--- src/rtl/spi_pkg.sv ---
`default_nettype none
// ============================================================================
// Module   : spi_pkg
// Purpose  : Shared constants and types for the SPI slave frame front-end.
//            Holds the 2-bit command encodings carried in the top of every
//            frame and the state encoding of the frame FSM.
// Revision : 1.0 - initial release
// ============================================================================
package spi_pkg;

    // Command field, frame bits [FRAME_W-1:FRAME_W-2]
    localparam logic [1:0] CMD_WR_ADDR = 2'b00;
    localparam logic [1:0] CMD_WR_DATA = 2'b01;
    localparam logic [1:0] CMD_RD_ADDR = 2'b10;
    localparam logic [1:0] CMD_RD_DATA = 2'b11;

    // Frame FSM states
    typedef enum logic [2:0] {
        ST_IDLE    = 3'd0,
        ST_RX      = 3'd1,
        ST_WAIT_TX = 3'd2,
        ST_TX      = 3'd3,
        ST_DONE    = 3'd4
    } state_t;

endpackage : spi_pkg
`default_nettype wire

--- src/rtl/spi_shreg.sv ---
`default_nettype none
// ============================================================================
// Module   : spi_shreg
// Purpose  : Parametrised MSB-first shift register with parallel load.
//            Priority: clr > load > shift. Serial data enters at bit 0 and
//            leaves from bit WIDTH-1.
// Ports    : clk, rst       - clock, asynchronous active-high reset
//            clr            - synchronous clear to zero
//            load/load_data - parallel load
//            shift/sin      - shift left by one, sin enters at LSB
//            q              - parallel contents
//            sout           - serial out (current MSB)
// Revision : 1.0 - initial release
// ============================================================================
module spi_shreg #(
    parameter int WIDTH = 8
) (
    input  logic             clk,
    input  logic             rst,
    input  logic             clr,
    input  logic             load,
    input  logic [WIDTH-1:0] load_data,
    input  logic             shift,
    input  logic             sin,
    output logic [WIDTH-1:0] q,
    output logic             sout
);

    logic [WIDTH-1:0] r_q;
    logic [WIDTH-1:0] w_shifted;

    // A one-bit register has nothing to shift up; the new bit simply replaces it.
    generate
        if (WIDTH > 1) begin : g_wide
            assign w_shifted = {r_q[WIDTH-2:0], sin};
        end else begin : g_narrow
            assign w_shifted = sin;
        end
    endgenerate

    always_ff @(posedge clk or posedge rst) begin
        if (rst) begin
            r_q <= '0;
        end else if (clr) begin
            r_q <= '0;
        end else if (load) begin
            r_q <= load_data;
        end else if (shift) begin
            r_q <= w_shifted;
        end
    end

    assign q    = r_q;
    assign sout = r_q[WIDTH-1];

endmodule : spi_shreg
`default_nettype wire

--- src/rtl/spi_slave_frame.sv ---
`default_nettype none
// ============================================================================
// Module   : spi_slave_frame
// Purpose  : SPI slave front-end. Deserialises {cmd[1:0], payload} frames
//            from MOSI, strobes rx_valid with the completed frame, and for
//            read-data commands serialises a RAM word onto MISO. Frames are
//            aborted cleanly when SS_n rises early; out-of-order read-data
//            and a missing tx_valid are reported on frame_err.
// Ports    : clk, rst          - system clock, asynchronous active-high reset
//            SS_n, MOSI, MISO  - SPI pins (sampled / driven on clk)
//            rx_data, rx_valid - last completed frame and its strobe
//            tx_data, tx_valid - read word from RAM and its valid level
//            frame_err         - one-cycle error strobe
// Revision : 1.0 - initial release
// ============================================================================
module spi_slave_frame
    import spi_pkg::*;
#(
    parameter int DATA_W     = 8,
    parameter int TX_TIMEOUT = 16
) (
    input  logic              clk,
    input  logic              rst,
    input  logic              SS_n,
    input  logic              MOSI,
    output logic              MISO,
    output logic [DATA_W+1:0] rx_data,
    output logic              rx_valid,
    input  logic [DATA_W-1:0] tx_data,
    input  logic              tx_valid,
    output logic              frame_err
);

    localparam int c_FRAME_W = DATA_W + 2;
    localparam int c_BCNT_W  = $clog2(c_FRAME_W + 1);
    localparam int c_TCNT_W  = $clog2(TX_TIMEOUT + 1);

    localparam logic [c_BCNT_W-1:0] c_RX_LAST = c_BCNT_W'(c_FRAME_W - 1);
    localparam logic [c_BCNT_W-1:0] c_TX_LAST = c_BCNT_W'(DATA_W - 1);
    localparam logic [c_TCNT_W-1:0] c_TO_LAST = c_TCNT_W'(TX_TIMEOUT - 1);

    state_t                 r_state;
    state_t                 w_state_next;
    logic [c_BCNT_W-1:0]    r_bit_cnt;
    logic [c_BCNT_W-1:0]    w_bit_cnt_next;
    logic [c_TCNT_W-1:0]    r_to_cnt;
    logic [c_TCNT_W-1:0]    w_to_cnt_next;
    logic                   r_rd_pending;
    logic                   w_rd_pending_next;

    logic                   w_rx_shift;
    logic                   w_rx_clr;
    logic                   w_tx_load;
    logic                   w_tx_shift;
    logic                   w_tx_clr;
    logic                   w_rx_fire;
    logic                   w_err;
    logic                   w_miso_next;

    logic [c_FRAME_W-1:0]   w_rx_q;
    logic                   w_rx_sout;
    logic [DATA_W-1:0]      w_tx_q;
    logic                   w_tx_sout;
    logic [c_FRAME_W-1:0]   w_frame;
    logic [1:0]             w_cmd;
    logic                   w_unused_shreg;

    spi_shreg #(
        .WIDTH (c_FRAME_W)
    ) u_rx_shreg (
        .clk       (clk),
        .rst       (rst),
        .clr       (w_rx_clr),
        .load      (1'b0),
        .load_data ({c_FRAME_W{1'b0}}),
        .shift     (w_rx_shift),
        .sin       (MOSI),
        .q         (w_rx_q),
        .sout      (w_rx_sout)
    );

    spi_shreg #(
        .WIDTH (DATA_W)
    ) u_tx_shreg (
        .clk       (clk),
        .rst       (rst),
        .clr       (w_tx_clr),
        .load      (w_tx_load),
        .load_data (tx_data),
        .shift     (w_tx_shift),
        .sin       (1'b0),
        .q         (w_tx_q),
        .sout      (w_tx_sout)
    );

    // Complete frame as it will look once the bit on MOSI now is shifted in;
    // lets rx_data/rx_valid appear in the cycle right after the last bit.
    assign w_frame = {w_rx_q[c_FRAME_W-2:0], MOSI};
    assign w_cmd   = w_frame[c_FRAME_W-1 -: 2];

    // Shift-register taps not needed by this block.
    assign w_unused_shreg = ^{w_rx_q[c_FRAME_W-1], w_rx_sout, w_tx_q};

    always_ff @(posedge clk or posedge rst) begin
        if (rst) begin
            r_state <= ST_IDLE;
        end else begin
            r_state <= w_state_next;
        end
    end

    always_comb begin
        w_state_next      = r_state;
        w_bit_cnt_next    = '0;
        w_to_cnt_next     = '0;
        w_rd_pending_next = r_rd_pending;
        w_rx_shift        = 1'b0;
        w_rx_clr          = 1'b0;
        w_tx_load         = 1'b0;
        w_tx_shift        = 1'b0;
        w_tx_clr          = 1'b0;
        w_rx_fire         = 1'b0;
        w_err             = 1'b0;
        w_miso_next       = 1'b0;

        case (r_state)
            ST_IDLE: begin
                // The edge that sees SS_n low also captures the first bit.
                if (!SS_n) begin
                    w_state_next   = ST_RX;
                    w_rx_shift     = 1'b1;
                    w_bit_cnt_next = c_BCNT_W'(1);
                end
            end

            ST_RX: begin
                if (SS_n) begin
                    w_state_next = ST_IDLE;
                    w_err        = 1'b1;
                    w_rx_clr     = 1'b1;
                end else begin
                    w_rx_shift = 1'b1;
                    if (r_bit_cnt == c_RX_LAST) begin
                        w_rx_fire = 1'b1;
                        if (w_cmd == CMD_RD_DATA) begin
                            if (r_rd_pending) begin
                                w_rd_pending_next = 1'b0;
                                w_state_next      = ST_WAIT_TX;
                            end else begin
                                w_err        = 1'b1;
                                w_state_next = ST_DONE;
                            end
                        end else begin
                            if (w_cmd == CMD_RD_ADDR) begin
                                w_rd_pending_next = 1'b1;
                            end
                            w_state_next = ST_DONE;
                        end
                    end else begin
                        w_bit_cnt_next = r_bit_cnt + 1'b1;
                    end
                end
            end

            ST_WAIT_TX: begin
                // tx_valid is checked before the timeout so a word arriving on
                // the final allowed edge is still accepted.
                if (SS_n) begin
                    w_state_next = ST_IDLE;
                    w_err        = 1'b1;
                end else if (tx_valid) begin
                    w_tx_load    = 1'b1;
                    w_state_next = ST_TX;
                end else if (r_to_cnt == c_TO_LAST) begin
                    w_err        = 1'b1;
                    w_state_next = ST_DONE;
                end else begin
                    w_to_cnt_next = r_to_cnt + 1'b1;
                end
            end

            ST_TX: begin
                if (SS_n) begin
                    w_state_next = ST_IDLE;
                    w_err        = 1'b1;
                    w_tx_clr     = 1'b1;
                end else begin
                    w_miso_next = w_tx_sout;
                    w_tx_shift  = 1'b1;
                    if (r_bit_cnt == c_TX_LAST) begin
                        w_state_next = ST_DONE;
                    end else begin
                        w_bit_cnt_next = r_bit_cnt + 1'b1;
                    end
                end
            end

            ST_DONE: begin
                if (SS_n) begin
                    w_state_next = ST_IDLE;
                end
            end

            default: begin
                w_state_next = ST_IDLE;
            end
        endcase
    end

    always_ff @(posedge clk or posedge rst) begin
        if (rst) begin
            r_bit_cnt    <= '0;
            r_to_cnt     <= '0;
            r_rd_pending <= 1'b0;
            MISO         <= 1'b0;
            rx_data      <= '0;
            rx_valid     <= 1'b0;
            frame_err    <= 1'b0;
        end else begin
            r_bit_cnt    <= w_bit_cnt_next;
            r_to_cnt     <= w_to_cnt_next;
            r_rd_pending <= w_rd_pending_next;
            MISO         <= w_miso_next;
            rx_valid     <= w_rx_fire;
            frame_err    <= w_err;
            if (w_rx_fire) begin
                rx_data <= w_frame;
            end
        end
    end

endmodule : spi_slave_frame
`default_nettype wire

--- config.mk ---
export PLATFORM = sky130hd
export DESIGN_NAME = spi_slave_frame
export DESIGN_NICKNAME = d
export VERILOG_FILES = /design/src/rtl/spi_pkg.sv /design/src/rtl/spi_shreg.sv /design/src/rtl/spi_slave_frame.sv
export SDC_FILE = /design/constraint.sdc
export NUM_CORES = 1
export LEC_CHECK = 0
export ABC_AREA = 0
export CAP_MARGIN = 20
export CORE_MARGIN = 2
export CORE_UTILIZATION = 50
export DETAILED_ROUTE_END_ITERATION = 8
export GPL_TIMING_DRIVEN = 0
export PLACE_DENSITY_LB_ADDON = 0.1
export SYNTH_ARGS = -nofsm -noshare
export SYNTH_HDL_FRONTEND = slang
export SYNTH_SLANG_ARGS = --single-unit
export TNS_END_PERCENT = 30
--- constraint.sdc ---
create_clock -name clk -period 2.01 [get_ports clk]
set_input_delay 0.402 -clock clk [delete_from_list [all_inputs] [get_ports clk]]
set_output_delay 0.402 -clock clk [all_outputs]
set_load 0.01 [all_outputs]
[After elaboration in Yosys (flattened, before gate mapping)]
Index checks and enable logic that the tools add are counted.
Storage, ports and cells
  input bits: 13
  flip-flop bits (word level): 43
  output and inout port bits: 13
  word-level logic and storage cells: 85
Operators by class
  $add $sub $neg: 2
  bitwise logic cells: 1
  eq/ne operators: 14
  multiplexer cells: 51
  reductions and logical operators: 7
Operator list (count)
  $mux W3: 11
  $mux W1: 24
  $mux W8: 3
  $mux W5: 4
  $mux W9: 2
  $mux W4: 4
  $pmux W3 S5: 1
  $pmux W4 S3: 1
  $eq A3 B2 Y1 const B: 2
  $ne A3 B3 Y1 const B: 2
  $add A5 B1 Y5 const B: 1
  $eq A5 B4 Y1 const B: 1
  $reduce_and A5 Y1: 1
  $add A4 B1 Y4 const B: 1
  $eq A2 B2 Y1 const B: 2
  $eq A4 B3 Y1 const B: 1
  $eq A4 B4 Y1 const B: 1
  $ne A2 B2 Y1 const B: 2
  $ne A4 B4 Y1 const B: 1
  $reduce_and A4 Y1: 1
  $reduce_bool A2 Y1: 2
  $eq A3 B1 Y1 const B: 1
  $eq A3 B3 Y1 const B: 1
  $logic_not A3 Y1: 1
  other kinds (4): 4

[Longest topological paths before layout]
  depth in word-level cells: 5
  depth in mapped cells: 7

[By module]
A second synthesis with hierarchy kept.
Second synthesis, totals
  cells, all modules: 204
  area, all modules: 2124.5 µm²
By module, submodules not included
  spi_slave_frame: times used 1, area an instance 1182.4 µm², cells an instance 121, sequential area each 650.6 µm²
  spi_shreg at u_rx_shreg: times used 1, area an instance 521.8 µm², cells an instance 46, sequential area each 250.2 µm²
  spi_shreg at u_tx_shreg: times used 1, area an instance 420.4 µm², cells an instance 37, sequential area each 200.2 µm²

[Worst setup path before layout]
No wires, ideal clock.
  kind: register to register
  start: register r_state[2]
  end: register rx_data[0]
  cell stages (with the launch flop): 6
  setup slack: 0.392 ns
  setup time: 0.125 ns
  arrival time: 1.493 ns
  path through: dfrtp_1 buf_6 or3b_4 nor2_4 buf_8 mux2_2
Between the ends
  cells in the longest elaborated chain, start to end: 2
Ends and longest elaborated chain
  from (decl): line spi_slave_frame.sv:42  | state_t r_state;
  from (signal assigned): line spi_slave_frame.sv:108  | r_state <= w_state_next;
  $eq A3 B1 Y1: line spi_slave_frame.sv:126  | case (r_state)
  $mux W1: line spi_slave_frame.sv:126
  named net w_rx_fire: line spi_slave_frame.sv:56  | logic w_rx_fire;
  to (signal assigned): line spi_slave_frame.sv:227  | rx_data <= w_frame;
  to (decl): line spi_slave_frame.sv:27  | output logic [DATA_W+1:0] rx_data,
The timed path passes the listed nets, and every way through them passes these cells.
A chain may end at the register's enable or synchronous reset.

[Final worst setup path]
  start: input port SS_n
  end: register rx_data[0]
Between the ends
  cells in the longest elaborated chain, start to end: 2
Ends and longest elaborated chain
  from (decl): line spi_slave_frame.sv:24  | input logic SS_n,
  $mux W1: line spi_slave_frame.sv:137  | if (SS_n) begin
  $mux W1: line spi_slave_frame.sv:126
  named net w_rx_fire: line spi_slave_frame.sv:56
The timed path passes the listed nets, and every way through them passes these cells.

==> out/results.md <==
| Item | Value |
| --- | --- |
| Setup crit end kind | flip-flop |
| Maximum frequency from static timing analysis | 526 MHz |
| TritonRoute pass-1 iters | 4 |
| Number of violations reported at the end of detailed-routing iteration 0 | 67 |
| Hold WC Path Type | reg -> reg |
| Number of enable flip-flop cells after synthesis | 0 |
| Count of placed standard cells including taps | 234 |
| Actual slew at the worst max-slew pin | 0.868 ns |
| Total vias in the final route | 1351 |
| Number of distinct library cells after synthesis | 35 |
| Vias in the first global route | 1418 |
| DRC Markers | 0 |
| Setup Crit Path Kind | in -> reg |
| Effective utilization at floorplan | 52.1% |
| Final weighted congestion in routability-driven placement | 0.768 |
| Antenna diode instance count | 0 |
| Share of the clock period used by the worst path | 94.7% |
| Largest clock skew in the final design | 0.00795 ns |
| Number of warnings reported in the yosys synthesis log | 0 |
| Reg2Reg Depth | 5 |
| Max IR drop VDD | 0.636 mV |
| Per-cell routed wire length | 15.6 µm |
| Critical path arrival | 2.08 ns |
| Endpoint of the lowest-slack register-to-register path | r_state[2]$_DFFE_PP0P_ |
| DP HPWL | 2660 µm |
| Number of buffers created by CTS | 5 |
| Clock transition at the registers of the reported paths | 0.08 ns |
| Synth Net Count | 177 |
| Grt ovf | 0 |
| H-tree level count | 2 |
| Number of max-cap violations | 0 |
| Horizontal extent of the die | 65.8 µm |
| Cell count after synthesis | 161 |
| Final core occ | 63.1% |
| Critical path cell sequence | clkdlybuf4s50_1 > or3b_4 > nor2_4 > buf_8 > mux2_2 |
| Worst-path fanout max | 10 |
| Cell with the largest stage delay on the worst path | clkdlybuf4s50_1 |
| Worst hold path startpoint | r_to_cnt[0]$_DFF_PP0_ |
| Synthesis-to-layout area growth | 21.1% |
| Place WS | -0.336 ns |
| Detailed Route WL | 3780 µm |
| Clock buffer depth | 2 |
| Required arrival time at the worst endpoint | 2.18 ns |
| Launch point of the worst reg-to-reg path | r_state[2]$_DFFE_PP0P_ |
| Pwr per Cell Area | 1050 nW/µm² |
| Critical path's largest stage delay | 0.55 ns |
| Post-layout minimum cycle time | 1.90 ns |
| Run status | complete, no violations |
| Count of cells along the worst hold path | 1 |
| Initial antenna violation count | 0 |
| Wire length of the first global-routing pass | 6700 µm |
| TritonCTS clock tree | built |
| Net count, final | 209 |
| Final setup fails | 0 |
| Die footprint | 4320 µm² |
| Final Max Slew Viols | 0 |
| Total of hold buffers inserted after clock tree synthesis | 0 |
| Via/cell ratio | 5.58 |
| DIE HEIGHT | 65.8 µm |
| I/O pin count | 26 |
| Async SR Flop Fraction | 100% |
| Sequential share of the synthesized area | 56.4% |
| Lkg Pwr | 1.07 nW |
| Worst slew margin relative to its limit | 42.1% |
| Port Buffer Count | 25 |
| Final WS setup | 0.107 ns |
| Hold-critical path endpoint | r_to_cnt[0]$_DFF_PP0_ |
| Leading cell type in the layout, fill and taps excluded | dfrtp_1 |
| Area inside the core boundary | 3660 µm² |
| Num rows | 22 |
| Root buf cell | clkbuf_8 |
| GRT Total Usage | 20.7% |
| Share of cells above drive strength 1 | 16.5% |
| Cell area after synthesis | 1910 µm² |
| Post-synth top flop | dfrtp_1 |
| Reg-to-reg slack, setup | 0.29 ns |
| TritonCTS sink count | 43 |
| Post-synthesis register bit count | 43 |
| Power, Total | 0.00243 W |
| Leading cell types in the layout, fill and taps excluded | 43 x dfrtp_1, 25 x clkdlybuf4s50_1, 12 x a21oi_1, 12 x nor2_1 |
| Number of standard cells in the final layout excluding fillers | 242 |
| Kind of launch point of the worst setup path | input pin |
| Antenna-violating nets left | 0 |
| Hold violation total from the final report | 0 |
| Largest net degree at the start of global routing | 44 |
| Setup repair after global routing missed its margin | false |
| Syn avg cell area | 11.8 µm² |
| Latest clock arrival within the worst-skew pair | 0.29 ns |
==> routing by layer <==
layer	part of all wire (%)	track usage, %	vias to the layer above
li1	-	-	639
met1	46	27.7	671
met2	48	31.9	37
met3	4.3	5.48	4
met4	1.3	8.33	0
met5	0	0	-
==> cell type report <==
type | instances | area, µm²
Buffer | 7 | 56.3
Clock buffer | 7 | 76.3
Clock inverter | 1 | 5.00
Fill cell | 319 | 1350
Inverter | 9 | 33.8
Multi-Input combinational cell | 102 | 752
Sequential cell | 43 | 1080
Tap cell | 48 | 60.1
Timing Repair Buffer | 25 | 250
==> metrics by stage <==
step           hold slack [ns]  setup TNS [ns]  area [µm²]
3_5_place_dp             0.462           -1.48        2220
4_1_cts                  0.472               0        2300
2_1_floorplan            0.433               0        1910
5_1_grt                  0.522               0        2310
6_report                 0.473               0        2310
3_3_place_gp             0.456          -10.45        2220
==> critical path, delay by kind of cell <==
family	cells	cell delay [ns]
buffers and inverters	2	0.71
multiplexers	1	0.33
AND/OR/NAND/NOR	2	0.63
==> report_power, final <==
part | total, W | internal [W] | leakage, nW | switching, W
registers | 0.00119 | 0.00105 | 0.573 | 0.000138
clock network | 0.000527 | 0.000244 | 0.0422 | 0.000283
logic | 0.000715 | 0.000340 | 0.453 | 0.000375
==> state kept, by name, summed over array words and instances, names as in the netlist <==
signal and count:
MISO 1, r_state 3, r_rd_pending 1, u_rx_shreg.q 9
r_bit_cnt 4, u_tx_shreg.q 8, rx_data 10, frame_err 1
rx_valid 1, r_to_cnt 5
==> Yosys cell counts, types with 2 or more instances <==
master | instances | area [µm²]
nor2_1 | 12 | 45.0
dfrtp_1 | 43 | 1080
buf_6 | 2 | 22.5
nor3_2 | 2 | 20.0
o211ai_1 | 3 | 22.5
a22o_1 | 9 | 78.8
inv_1 | 9 | 33.8
mux2_2 | 10 | 113
nand3_1 | 11 | 55.1
nand2_1 | 4 | 15.0
buf_2 | 3 | 15.0
nand4b_1 | 2 | 17.5
and3_1 | 3 | 18.8
nor3_1 | 3 | 15.0
nor3b_1 | 5 | 37.5
xor2_1 | 4 | 35.0
o21ai_0 | 5 | 25.0
ha_1 | 3 | 37.5
a21oi_1 | 12 | 60.1
==> how the worst max path moves through the flow <==
stage / slack, ns / to / cells past startpoint / startpoint
2_1_floorplan: 0.39 / rx_data[0]$_DFFE_PP0P_ / 5 / r_state[2]$_DFFE_PP0P_
6_report: 0.11 / rx_data[0]$_DFFE_PP0P_ / 5 / SS_n
5_1_grt: 0.05 / r_state[2]$_DFFE_PP0P_ / 5 / SS_n
3_5_place_dp: -0.34 / r_state[2]$_DFFE_PP0P_ / 5 / SS_n
4_1_cts: 0.05 / r_state[2]$_DFFE_PP0P_ / 5 / SS_n
3_3_place_gp: -0.29 / r_state[2]$_DFFE_PP0P_ / 5 / SS_n
==> timing repair <==
action,in CTS,in global routing
setup endpoints to repair,1,1
resized for setup,1,1
buffers inserted,0,0
pin swaps,0,0
==> kinds of logic after synthesis <==
family | synth area share (%)
muxes | 6.43
buffers and inverters | 4.72
DFF | 56.4
AOI/OAI and AO/OA | 11.5
adders and majority gates | 1.97
and+or+nand+nor | 16.7
xor gates and xnor gates | 2.30
(Power assumes the default switching activity.)
